### src/rtl/fifo_drain_buf_if.sv
// Handshake bundle for fifo_drain_buf: FIFO read port on one side, valid/ready stream on the other.
`default_nettype none

interface fifo_drain_buf_if #(
  parameter int DATA_WIDTH = 5
) ();
  logic [DATA_WIDTH-1:0] fifo_rdata;
  logic                  fifo_empty;
  logic                  fifo_rd_en;
  logic                  out_valid;
  logic [DATA_WIDTH-1:0] out_data;
  logic                  out_ready;

  // slave: the drain buffer itself; master: whoever drives the FIFO and consumes the stream
  modport slave (
    input  fifo_rdata,
    input  fifo_empty,
    input  out_ready,
    output fifo_rd_en,
    output out_valid,
    output out_data
  );

  modport master (
    output fifo_rdata,
    output fifo_empty,
    output out_ready,
    input  fifo_rd_en,
    input  out_valid,
    input  out_data
  );
endinterface

`default_nettype wire

### src/rtl/fifo_drain_buf.sv
// Two-entry drain buffer behind a combinational-read FIFO; out_ready never feeds fifo_rd_en.
// Keeps a wrapping count of delivered entries.
`default_nettype none

module fifo_drain_buf #(
  parameter int DATA_WIDTH = 5,
  parameter int CNT_WIDTH  = 16
) (
  input  wire logic                 clk,
  input  wire logic                 reset,
  input  wire logic                 flush_i,
  fifo_drain_buf_if.slave           bus,
  output logic [1:0]                buf_count_o,
  output logic [CNT_WIDTH-1:0]      deliv_cnt_o
);

  typedef enum logic [1:0] {
    ST_EMPTY = 2'd0,
    ST_ONE   = 2'd1,
    ST_FULL  = 2'd2
  } state_e;

  state_e                state_q, state_d;
  logic [DATA_WIDTH-1:0] slot0_q, slot0_d;
  logic [DATA_WIDTH-1:0] slot1_q, slot1_d;
  logic [CNT_WIDTH-1:0]  cnt_q,   cnt_d;

  logic push;
  logic pop;

  // Pop decision uses only registered state and FIFO status, cutting the ready->rd_en path
  assign push           = !bus.fifo_empty && !flush_i && !reset && (state_q != ST_FULL);
  assign bus.fifo_rd_en = push;
  assign bus.out_valid  = (state_q != ST_EMPTY) && !flush_i;
  assign bus.out_data   = slot0_q;
  assign pop            = bus.out_valid && bus.out_ready;

  assign buf_count_o = state_q;
  assign deliv_cnt_o = cnt_q;

  always_comb begin
    state_d = state_q;
    slot0_d = slot0_q;
    slot1_d = slot1_q;
    cnt_d   = cnt_q;

    if (pop) begin
      cnt_d = cnt_q + CNT_WIDTH'(1);
    end

    case (state_q)
      ST_EMPTY: begin
        if (push) begin
          state_d = ST_ONE;
          slot0_d = bus.fifo_rdata;
        end
      end
      ST_ONE: begin
        if (push && pop) begin
          slot0_d = bus.fifo_rdata;
        end else if (push) begin
          state_d = ST_FULL;
          slot1_d = bus.fifo_rdata;
        end else if (pop) begin
          state_d = ST_EMPTY;
        end
      end
      ST_FULL: begin
        if (pop) begin
          state_d = ST_ONE;
          slot0_d = slot1_q;
        end
      end
      default: begin
        state_d = ST_EMPTY;
      end
    endcase

    // Flush drops buffered entries but keeps the delivery count
    if (flush_i) begin
      state_d = ST_EMPTY;
      slot0_d = '0;
      slot1_d = '0;
    end
  end

  always_ff @(posedge clk) begin
    if (reset) begin
      state_q <= ST_EMPTY;
      slot0_q <= '0;
      slot1_q <= '0;
      cnt_q   <= '0;
    end else begin
      state_q <= state_d;
      slot0_q <= slot0_d;
      slot1_q <= slot1_d;
      cnt_q   <= cnt_d;
    end
  end

endmodule

`default_nettype wire

### src/flat_wrapper.sv
// flat-port wrapper written by rule: the top's interface ports become plain ports
module fifo_drain_buf_flat 
#(
  parameter int DATA_WIDTH = 5,
  parameter int CNT_WIDTH  = 16
)
  (clk, reset, flush_i, buf_count_o, deliv_cnt_o, bus_fifo_rdata, bus_fifo_empty, bus_out_ready, bus_fifo_rd_en, bus_out_valid, bus_out_data);
  fifo_drain_buf_if #(.DATA_WIDTH(DATA_WIDTH)) bus_i ();
  input  wire logic clk;
  input  wire logic reset;
  input  wire logic flush_i;
  output logic [1:0] buf_count_o;
  output logic [CNT_WIDTH-1:0] deliv_cnt_o;
  input wire logic [$bits(bus_i.fifo_rdata)-1:0] bus_fifo_rdata;
  input wire logic [$bits(bus_i.fifo_empty)-1:0] bus_fifo_empty;
  input wire logic [$bits(bus_i.out_ready)-1:0] bus_out_ready;
  output wire logic [$bits(bus_i.fifo_rd_en)-1:0] bus_fifo_rd_en;
  output wire logic [$bits(bus_i.out_valid)-1:0] bus_out_valid;
  output wire logic [$bits(bus_i.out_data)-1:0] bus_out_data;
  assign bus_i.fifo_rdata = bus_fifo_rdata;
  assign bus_i.fifo_empty = bus_fifo_empty;
  assign bus_i.out_ready = bus_out_ready;
  assign bus_fifo_rd_en = bus_i.fifo_rd_en;
  assign bus_out_valid = bus_i.out_valid;
  assign bus_out_data = bus_i.out_data;
  fifo_drain_buf #(.DATA_WIDTH(DATA_WIDTH), .CNT_WIDTH(CNT_WIDTH)) u_core (.clk(clk), .reset(reset), .flush_i(flush_i), .bus(bus_i), .buf_count_o(buf_count_o), .deliv_cnt_o(deliv_cnt_o));
endmodule
### config.mk
export PLATFORM = sky130hd
export DESIGN_NAME = fifo_drain_buf_flat
export DESIGN_NICKNAME = d
export VERILOG_FILES = /design/src/rtl/fifo_drain_buf_if.sv /design/src/rtl/fifo_drain_buf.sv /design/src/flat_wrapper.sv
export SDC_FILE = /design/constraint.sdc
export NUM_CORES = 1
export LEC_CHECK = 0
export CELL_PAD_IN_SITES_DETAIL_PLACEMENT = 1
export CELL_PAD_IN_SITES_GLOBAL_PLACEMENT = 1
export CORE_UTILIZATION = 45
export CTS_CLUSTER_SIZE = 16
export DETAILED_ROUTE_END_ITERATION = 6
export DONT_BUFFER_PORTS = 1
export GPL_ROUTABILITY_DRIVEN = 0
export PLACE_DENSITY_LB_ADDON = 0.1
export REMOVE_ABC_BUFFERS = 1
export SLEW_MARGIN = 20
export SYNTH_ARGS = -nofsm -noshare
export SYNTH_HDL_FRONTEND = slang
export SYNTH_SLANG_ARGS = --single-unit
### constraint.sdc
create_clock -name clk -period 2.4 [get_ports clk]
set_clock_uncertainty 0.15 [all_clocks]
set_input_delay 0.24 -clock clk [delete_from_list [all_inputs] [get_ports clk]]
set_output_delay 0.24 -clock clk [all_outputs]
set_load 0.005 [all_outputs]
==> results.sh <==
export IMPL_status="complete, no violations"
export IMPL_synth_edf_count=0
export IMPL_overflow=0
export IMPL_die_w_um=56.2
export IMPL_ys_warn_count=0
export IMPL_grt_pass1_wl_um=5440
export IMPL_rows=19
export IMPL_drv_cap=0
export IMPL_crit_chain="o21ba_2 > nand2_1 > nand2_1 > a21oi_1 > dlygate4sd3_1"
export IMPL_yosys_area_top_type="dfxtp_1"
export IMPL_die_height_um=56.2
export IMPL_tightest_slew_ns=0.611
export IMPL_wl_um=3180
export IMPL_drtPass1Iterations=4
export IMPL_ant_nets=0
export IMPL_cpPeakStageDelay_ns=0.60
export IMPL_htreeDepth=1
export IMPL_min_path_type="in2reg"
export IMPL_rsz0062_at_grt="no"
export IMPL_ys_top_cells_by_area="dfxtp_1 42%, nor2_1 5.1%, a21oi_1 4.5%"
export IMPL_synth_area_sq_mm=0.00132
export IMPL_clockBufferDepth=2
export IMPL_cpMostUsedCell="nand2_1"
export IMPL_hpwl_um=2180
export IMPL_yosysTopAreaCellShare=0.425
export IMPL_fin_nets=165
export IMPL_min_period_ns=2.15
export IMPL_drt_wirelength_per_cell_um=17.3
export IMPL_cts_buffers=3
export IMPL_drive_gt1_frac=0.0654
export IMPL_drv_slew=0
export IMPL_setup_violations=0
export IMPL_post_cts_setup_buffer_count=0
export IMPL_cts_root_buf="clkbuf_4"
export IMPL_dr_total_vias=1146
export IMPL_ys_ff_latch=28
export IMPL_setup_worst_path_start_class="flip-flop"
export IMPL_start_util=0.479
export IMPL_cts_tree="yes"
export IMPL_core_sq_mm=0.00276
export IMPL_leakagePower_nw=0.530
export IMPL_dieArea_sq_mm=0.00315
export IMPL_diodes=0
export IMPL_min_period_over_period=0.895
export IMPL_cts_sinks=28
export IMPL_p_per_area_mw_per_mm2=573
export IMPL_syn2layout_area_growth_pct=10.1
export IMPL_syn_inst=147
export IMPL_clk_pin_slew_ns=0.17
export IMPL_final_cells=184
export IMPL_drc=0
export IMPL_yosysSeqAreaShare=0.425
export IMPL_numPortBuffers=0
export IMPL_critPathSlowestCell="dlygate4sd3_1"
export IMPL_clock_fmax_mhz=465
export IMPL_via_per_inst=6.23
export IMPL_grt_pass1_vias=1220
export IMPL_crit_arrival_ns=2.24
export IMPL_ys_async_sr_fraction=0
export IMPL_synth_cell_types=34
export IMPL_drtIter0Drc=11
export IMPL_cp_max_fo=10
export IMPL_finalSetupTns_ns=0
export IMPL_final_hold_viol_count=0
export IMPL_cp_end_kind="flip-flop"
export IMPL_grtUsageTotal=0.215
export IMPL_worstSkewPairLatency_ns=0.33
export IMPL_synth_flop_cell="dfxtp_1"
export IMPL_placed_cells=171
export IMPL_cp_required_ns=2.49
export IMPL_grt_antenna_before_repair=0
export IMPL_critPathKind="reg2reg"
export IMPL_grt_max_degree=17
export IMPL_ioPinCount=35
export IMPL_slew_limit_headroom=0.591
export IMPL_ir_worst_vdd_uv=338
export IMPL_avgSynthCellArea_sq_um=8.98
-- metal layers --
metal  GRT usage  routed length (um)
met2       0.381                1640
met5           0                   0
met1       0.243                1340
met4      0.0801                  37
met3      0.0605                 159
-- flip-flops by register name (all words and copies together) (netlist names) --
register	cells
u_core.deliv_cnt_o	16
u_core.bus.out_data	5
u_core.slot1_q	5
u_core.buf_count_o	2
-- Yosys cell counts (2+ instances only) --
library cell,n
and2_1,2
mux2i_1,6
nand3_1,5
nor2_1,18
nand2_1,15
a311oi_1,5
nand4_1,5
dfxtp_1,28
and3_1,2
clkbuf_1,3
nor2b_1,2
xor2_1,5
nor3_1,2
nand4_4,2
or3_1,7
buf_2,2
a21oi_1,12
inv_1,2
buf_6,3
o21ai_0,7
-- per-stage QoR --
stage / util / worst slack [ns] / area [sq um] / hold slack (ns) / power (mW)
3_5_place_dp: 0.475 / 0.394 / 1310 / 0.164 / 0.514
6_report: 0.527 / 0.251 / 1450 / 0.0204 / 0.834
4_1_cts: 0.524 / 0.300 / 1440 / 0.00142 / 0.841
5_1_grt: 0.527 / 0.153 / 1450 / 0.0100 / 0.866
3_3_place_gp: 0.475 / 0.441 / 1310 / 0.163 / 0.512
2_1_floorplan: - / 0.580 / 1260 / 0.159 / 0.506
-- logic make-up (layout without fill, tap and decap cells) --
kind of cell | Yosys count | count (layout) | synth area share
and+or+nand+nor | 67 | 67 | 0.281
buffers and inverters | 10 | 16 | 0.0474
AOI/OAI and AO/OA | 29 | 29 | 0.153
DFF | 28 | 28 | 0.425
xor gates and xnor gates | 6 | 6 | 0.0398
adders and majority gates | 1 | 1 | 0.00948
muxes | 6 | 6 | 0.0455
-- worst max-delay path, delay by kind of cell (launching register included) --
| family | cells | cell delay, ns |
|---|---|---|
| AO/OA/AOI/OAI | 2 | 0.45 |
| AND/OR/NAND/NOR | 2 | 0.26 |
| flip-flops | 1 | 0.59 |
| buffers and inverters | 1 | 0.60 |
-- cell usage in the layout (no fill, tap or decap), drive strengths merged, types with 2 or more instances in the layout --
cell,synthesis,layout
and2,2,2
nand2,15,15
a311oi,5,5
nor3,2,2
clkbuf,3,3
a21oi,12,12
nor2b,2,2
nand4,7,7
xor2,5,5
nand3,5,5
and3,2,2
nor2,18,18
dlygate4sd3,0,9
o21ai,7,7
dfxtp,28,28
o41ai,2,2
or3,7,7
mux2i,6,6
inv,2,2
-- power by group --
group	internal (mW)	switching, mW
combinational	0.0214	0.0254
sequential	0.470	0.00459
clock	0.169	0.144
total	0.660	0.174
-- layout make-up --
| type | instances | area, sq um |
|---|---|---|
| Clock buffer | 3 | 22.5 |
| Clock inverter | 1 | 30.0 |
| Fill cell | 336 | 1300 |
| Inverter | 2 | 7.51 |
| Multi-Input combinational cell | 109 | 697 |
| Sequential cell | 28 | 561 |
| Tap cell | 31 | 38.8 |
| Timing Repair Buffer | 10 | 97.6 |
-- final timing paths --
| path | startpoint | slack [ns] | cells past startpoint | endpoint |
|---|---|---|---|---|
| setup / recovery | u_core.buf_count_o[1]$_SDFFE_PP0P_ | 0.25 | 5 | u_core.deliv_cnt_o[1]$_SDFFE_PP0P_ |
| hold / removal | bus_out_ready | 0.02 | 3 | u_core.deliv_cnt_o[6]$_SDFFE_PP0P_ |
| hold reg to reg | u_core.slot1_q[2]$_SDFFE_PP0P_ | 0.35 | 2 | u_core.bus.out_data[2]$_SDFFE_PP0P_ |
| setup reg to reg | u_core.buf_count_o[1]$_SDFFE_PP0P_ | 0.25 | 5 | u_core.deliv_cnt_o[1]$_SDFFE_PP0P_ |
-- what timing repair did --
item	4_1_cts	5_1_grt
gates resized for setup	0	0
hold endpoints to repair	26	1
hold buffers	8	1
Note: power is estimated with default switching activity, not from simulation.
